[config.mk]
export PLATFORM = sky130hd
export DESIGN_NAME = seq_detect_param
export DESIGN_NICKNAME = d
export VERILOG_FILES = /design/src/rtl/seq_detect_param.sv
export SDC_FILE = /design/constraint.sdc
export NUM_CORES = 1
export LEC_CHECK = 0
export CAP_MARGIN = 10
export CORE_MARGIN = 4
export CORE_UTILIZATION = 35
export CTS_CLUSTER_SIZE = 8
export DETAILED_ROUTE_END_ITERATION = 8
export PLACE_DENSITY_LB_ADDON = 0.05
export RECOVER_POWER = 100
export SYNTH_ARGS = -nofsm -noshare
export SYNTH_HDL_FRONTEND = slang
export SYNTH_SLANG_ARGS = --single-unit
[constraint.sdc]
create_clock -name clk -period 2.6 [get_ports clk]
set_clock_uncertainty 0.15 [all_clocks]
set_input_delay 0.52 -clock clk [delete_from_list [all_inputs] [get_ports clk]]
set_output_delay 0.52 -clock clk [all_outputs]
set_load 0.005 [all_outputs]
[src/rtl/seq_detect_param.sv]
// Serial pattern detector with a runtime-programmable 1..MAX_LEN bit pattern.
// Supports overlapping/non-overlapping detection, a Mealy strobe, a registered strobe and a saturating count.
module seq_detect_param #(
  parameter int                 MAX_LEN     = 8,
  parameter int                 CNT_W       = 16,
  parameter logic [MAX_LEN-1:0] RST_PATTERN = 'b101,
  parameter int                 RST_LEN     = 3,
  parameter bit                 RST_OVERLAP = 1'b0,
  localparam int                LW          = $clog2(MAX_LEN + 1)
) (
  input  logic               clk,
  input  logic               rst_n,
  input  logic               din,
  input  logic               din_valid,
  input  logic               cfg_load,
  input  logic [MAX_LEN-1:0] cfg_pattern,
  input  logic [LW-1:0]      cfg_len,
  input  logic               cfg_overlap,
  input  logic               cnt_clr,
  output logic               match,
  output logic               match_q,
  output logic [CNT_W-1:0]   match_cnt
);

  logic [MAX_LEN-1:0] r_pat;
  logic [LW-1:0]      r_len;
  logic               r_ovl;
  logic [MAX_LEN-2:0] r_hist;
  logic [LW-1:0]      r_fill;
  logic               r_match_q;
  logic [CNT_W-1:0]   r_cnt;

  logic               w_accept;
  logic [MAX_LEN-1:0] w_window;
  logic [MAX_LEN-1:0] w_mask;
  logic               w_fill_ok;
  logic               w_match;
  logic [LW-1:0]      w_len_clamped;

  assign w_accept  = din_valid & ~cfg_load;
  assign w_window  = {r_hist, din};
  // Shifting by len == MAX_LEN empties the vector, giving an all-ones mask.
  assign w_mask    = ~({MAX_LEN{1'b1}} << r_len);
  assign w_fill_ok = ({1'b0, r_fill} + (LW + 1)'(1)) >= {1'b0, r_len};
  assign w_match   = rst_n & w_accept & w_fill_ok & (((w_window ^ r_pat) & w_mask) == '0);

  always_comb begin
    w_len_clamped = cfg_len;
    if (cfg_len == '0) begin
      w_len_clamped = LW'(1);
    end else if (cfg_len > LW'(MAX_LEN)) begin
      w_len_clamped = LW'(MAX_LEN);
    end
  end

  always_ff @(posedge clk or negedge rst_n) begin
    if (!rst_n) begin
      r_pat <= RST_PATTERN;
      r_len <= LW'(RST_LEN);
      r_ovl <= RST_OVERLAP;
    end else if (cfg_load) begin
      r_pat <= cfg_pattern;
      r_len <= w_len_clamped;
      r_ovl <= cfg_overlap;
    end
  end

  // In non-overlap mode the matched bits are consumed by restarting the fill count.
  always_ff @(posedge clk or negedge rst_n) begin
    if (!rst_n) begin
      r_hist <= '0;
      r_fill <= '0;
    end else if (cfg_load) begin
      r_hist <= '0;
      r_fill <= '0;
    end else if (w_accept) begin
      r_hist <= w_window[MAX_LEN-2:0];
      if (w_match && !r_ovl) begin
        r_fill <= '0;
      end else if (r_fill != LW'(MAX_LEN - 1)) begin
        r_fill <= r_fill + LW'(1);
      end
    end
  end

  always_ff @(posedge clk or negedge rst_n) begin
    if (!rst_n) begin
      r_match_q <= 1'b0;
      r_cnt     <= '0;
    end else begin
      r_match_q <= w_match;
      if (cnt_clr) begin
        r_cnt <= '0;
      end else if (w_match && !(&r_cnt)) begin
        r_cnt <= r_cnt + CNT_W'(1);
      end
    end
  end

  assign match     = w_match;
  assign match_q   = r_match_q;
  assign match_cnt = r_cnt;

endmodule

Word level (Yosys, flattened, before mapping)
Index checks and enable logic that the tools add are counted.
{ "totals": {"register_bits": 41, "output_inout_bits": 18, "wordCells": 43} }
{ "op_classes": {"addsub": 3, "magnitude_cmp": 2, "eq_ne": 1, "shift": 1, "muxes": 10, "n_bitwise": 8, "n_reduce_logical": 11} }
{ "ops": {"columns": ["op", "n"], "rows": [
  ["16-bit 2-to-1 mux", 2],
  ["4-bit 2-to-1 mux", 6],
  ["16-bit by 1-bit adder with 16-bit output, second input constant", 1],
  ["16-bit AND reduction", 1],
  ["7-bit 2-to-1 mux", 2],
  ["8-bit bitwise AND", 1],
  ["8-bit zero test", 1],
  ["8-bit NOT", 1],
  ["8-bit by 4-bit << shifter with 8-bit output, first input constant", 1],
  ["8-bit XOR", 1],
  ["4-bit by 1-bit adder with 5-bit output, second input constant", 1],
  ["5-bit by 4-bit >= comparator with 1-bit output", 1],
  ["4-bit by 1-bit adder with 4-bit output, second input constant", 1],
  ["1-bit bitwise AND", 4],
  ["4-bit > comparator, second input constant", 1],
  ["4-bit zero test", 1],
  ["4-bit by 3-bit inequality test with 1-bit output, second input constant", 1],
  ["2-bit nonzero test", 2],
  ["3-bit nonzero test", 1],
  ["1-bit logical AND", 2],
  ["1-bit zero test", 2],
  ["2-bit AND reduction", 1],
  ["1-bit NOT", 1]
]} }

Logic depth before layout (Yosys ltp)
{ "logic_depth": {"word_depth": 9, "depth_mapped": 9, "depth_no_buf": 8} }

Least setup slack after synthesis
Ideal clock, no wire load.
{ "synth_path": {"kind": "register to register", "start": "register r_fill[0]", "end": "register r_cnt[5], in the netlist match_cnt[5]", "setup_ps": 125, "arrival_time_ps": 2223, "path_slack_ps": 102, "stages_incl_launch_ff": 10, "synth_period_minus_slack_ps": 2498, "path_cell_list": "dfrtp_1 -> ha_1 -> xor2_1 -> ha_1 -> o21ai_0 -> o21ai_0 -> nand4_1 -> buf_2 -> nor4_1 -> mux2_2"} }
{ "synth_via": {"elab_chain_cells": 6} }
{ "synth_rtl": {"columns": ["element", "line", "text"], "rows": [
  ["start: declaration", "29", "logic [LW-1:0] r_fill;"],
  ["start signal: assignment", "81", "r_fill <= r_fill + LW'(1);"],
  ["4-bit by 1-bit adder with 5-bit output", "44", "assign w_fill_ok = ({1'b0, r_fill} + (LW + 1)'(1)) >= {1'b0, r_len};"],
  ["5-bit by 4-bit >= comparator with 1-bit output", "44", null],
  ["1-bit bitwise AND (2 in a row)", "45", "assign w_match = rst_n & w_accept & w_fill_ok & (((w_window ^ r_pat) & w_mask) == '0);"],
  ["1-bit logical AND", "94", "end else if (w_match && !(&r_cnt)) begin"],
  ["2-bit nonzero test (no line)", null, null],
  ["end signal: assignment", "95", "r_cnt <= r_cnt + CNT_W'(1);"],
  ["end: declaration", "31", "logic [CNT_W-1:0] r_cnt;"]
]} }
No other way between the ends.
A chain may end at the register's enable or synchronous reset.

Worst setup path after layout
{ "layout_path": {"start": "register r_fill[0]", "end": "register r_cnt[13], in the netlist match_cnt[13]"} }
The elaborated chain is that of the path after synthesis.

==> flow_summary.toml <==
[clock_tree]
cts_tree = "built"
cts_sinks = 41
cts_hold_buf = 0
cts_max_level = 2
cts_buffers = 5
cts_root_buf = "clkbuf_8"
max-clock-path-buffers = 2
clock_latency_ps = 290
path_clk_slew_ps = 90

[synth]
synth_area_leaders = "dfrtp_1, mux2_2, dfstp_2, a21oi_1, mux2i_1"
synth_ff_type = "dfrtp_1"
synthMostInstantiatedCell = "dfrtp_1"
ys_seq_area_share_pct = 46.9
synth_area_um2 = 2200
synth_cells = 219
async_flop_share_pct = 100
yosysWarnings = 0
syn-num-nets = 244
synth.ff_latch_count = 41
synth_cell_type_count = 37
synth_common_cells = "dfrtp_1, nor2_1, a21oi_1, o21ai_0, mux2_2"
syn_area_per_cell_um2 = 10.0
yosysTopAreaCellShare_pct = 42.1
synth_edf_count = 0
synth_top_cell_by_area = "dfrtp_1"

[worst_setup_path]
cp-end-kind = "register"
critPathMaxFanout = 11
cp-start-kind = "register"
cp.required_ps = 2680
path_class = "reg2reg"
critPathArrivalTime_ps = 2650

[floorplan]
coreArea_um2 = 5990
die_area_um2 = 7610
rows = 28
chipHeight_um = 87.2
initial_core_util_pct = 36.7
pin_count = 37
die_x_um = 87.2

[power_and_ir_drop]
p_int_mw = 1.15
power.switching_uw = 346
ir_worst_vdd_v = 0.000256
p_leak_nw = 1.30
p_sw_share_pct = 23.0
p_per_area_nw_per_um2 = 497
p_clk_share_pct = 41.6
comb_power_share_pct = 12.8
pwr-share-seq_pct = 45.6

[run_status]
outcome = "finished clean"

[final_layout]
drive_above_1_share_pct = 24.5
fin_cells = 349
diodes = 0
fill_cells = 565
nNetsFinal = 298
area_growth_syn_to_layout_pct = 37.5
multi_input_comb_area_um2 = 1210
seq_area_um2 = 1030

[timing]
clock.fmax_ghz = 0.389
post-route-period-util_pct = 98.9
slew_headroom_pct = 31.2
finalCriticalPeriod_ps = 2570
setup_ws_ps = 28.2
rsz0062_at_grt = "yes"
setup_violations = 0
holdWs_ps = 370
tns_ps = 0
hold_violations = 0
final_max_slew_viol_count = 0
worst_slew_pin_slew_ps = 1030

[drt]
ant_nets = 0
first_pass_iters = 4
vias_per_cell = 5.16
drc = 0
drt_iter0_drc = 69
vias = 1800
wl_um = 5320
drt-wirelength-per-cell_um = 15.2

[placed_design]
dp.cells = 339
port_buffers = 36
place_ws_ps = -216
dp_hpwl_um = 3610
place.gp.congestion = 0.701

[global_route]
track_usage_pct = 14.9
antenna_found_initial = 0
grt_pass1_vias = 1848
grt_max_degree = 42
overflow = 0
grt_pass1_wl_um = 8850

[flow_run]
cap_violations = 0

[worst_hold_path]
hold_class = "reg2reg"
==> power by group through the flow <==
stage	Sequential (mW)	Combinational (mW)	Clock, mW
2_1_floorplan	0.697	0.0969	0
3_3_place_gp	0.697	0.184	0
3_5_place_dp	0.697	0.186	0
4_1_cts	0.685	0.194	0.651
5_1_grt	0.689	0.215	0.682
6_report	0.685	0.192	0.624
==> worst paths after layout <==
kind,start,end,slack (ps),cells after the start
setup / recovery,r_fill[0]$_DFFE_PN0P_,match_cnt[13]$_DFFE_PN0P_,30,10
hold / removal,r_len[1]$_DFFE_PN1P_,r_len[1]$_DFFE_PN1P_,370,2
setup reg to reg,r_fill[0]$_DFFE_PN0P_,match_cnt[13]$_DFFE_PN0P_,30,10
hold reg to reg,r_len[1]$_DFFE_PN1P_,r_len[1]$_DFFE_PN1P_,370,2
max in group asynchronous,rst_n,match_cnt[9]$_DFFE_PN0P_,1240,2
min in group asynchronous,rst_n,r_pat[1]$_DFFE_PN0P_,420,2
==> sequential cells by signal, summed over array words and instances, names as in the netlist <==
signal	flops
match_q	1
r_pat	8
r_len	4
r_hist	7
r_ovl	1
match_cnt	16
r_fill	4
==> repair_timing <==
action | 4_1_cts | 5_1_grt
pin swaps | 9 | 9
resized for setup | 15 | 20
setup endpoints to repair | 9 | 16
gates cloned | 1 | 0
buffers inserted | 1 | 1
==> logic make-up after synthesis <==
| logic type | share of synthesized area, % |
|---|---|
| buffers and inverters | 3.19 |
| AOI/OAI and AO/OA | 10.8 |
| and+or+nand+nor | 20.8 |
| adders and majority gates | 3.42 |
| DFF | 46.9 |
| xor gates and xnor gates | 3.99 |
| muxes | 10.8 |
==> layout make-up <==
cell class | count | share of cell area (%)
Inverter | 4 | 0.497
Clock inverter | 3 | 2.28
Sequential cell | 41 | 34.1
Multi-Input combinational cell | 162 | 40.0
Timing Repair Buffer | 59 | 17.7
Clock buffer | 5 | 2.28
Tap cell | 75 | 3.11
==> through the flow <==
step           area (um2)  util (%)  total power, mW
3_3_place_gp         2750      45.9            0.881
5_1_grt              3020      50.4             1.59
2_1_floorplan        2200         -            0.794
3_5_place_dp         2750      45.9            0.883
4_1_cts              2960      49.4             1.53
6_report             3020      50.4             1.50
==> layout by cell type (no fill, tap or decap), types with 2 or more instances in the layout <==
| cell type | count |
|---|---|
| dfrtp_1 | 37 |
| nor2_1 | 18 |
| dlygate4sd3_1 | 18 |
| clkdlybuf4s50_1 | 16 |
| buf_4 | 15 |
| o21ai_0 | 14 |
| a21oi_1 | 12 |
| mux2_2 | 10 |
| nand2_1 | 9 |
| mux2i_1 | 8 |
| nand4_1 | 7 |
| nand3_1 | 7 |
| or3_1 | 7 |
| xnor2_1 | 6 |
| and4_1 | 6 |
| ha_1 | 5 |
| clkbuf_8 | 5 |
| inv_1 | 4 |
| a21oi_2 | 4 |
| nor2b_1 | 4 |
| mux2_4 | 4 |
| dfstp_2 | 4 |
| xor2_1 | 3 |
| nor3_1 | 3 |
| o22ai_1 | 3 |
| clkbuf_1 | 3 |
| clkbuf_2 | 3 |
| a211oi_2 | 2 |
| o21ai_1 | 2 |
| nor4_2 | 2 |
| nor4_1 | 2 |
| nand3b_1 | 2 |
| and3_1 | 2 |
| o31ai_1 | 2 |
| or4_1 | 2 |
| nor3_4 | 2 |
| bufinv_16 | 2 |
==> critical path, stage by stage (launching register included) <==
cell	delay (ps)
dfrtp_1	400
ha_2	190
xor2_1	160
ha_1	280
o21ai_1	60
o21ai_1	130
nand4_1	160
buf_4	200
buf_12	140
or4_4	510
a21oi_2	140
==> per-layer routing <==
layer / GRT usage, % / vias to the layer above / wire length, um
li1: - / 911 / -
met1: 19.4 / 850 / 2530
met2: 24.6 / 34 / 2550
met3: 3.50 / 5 / 195
met4: 4.18 / 0 / 42
met5: 0 / - / 0
No activity file was read; power rests on OpenSTA's default activity.
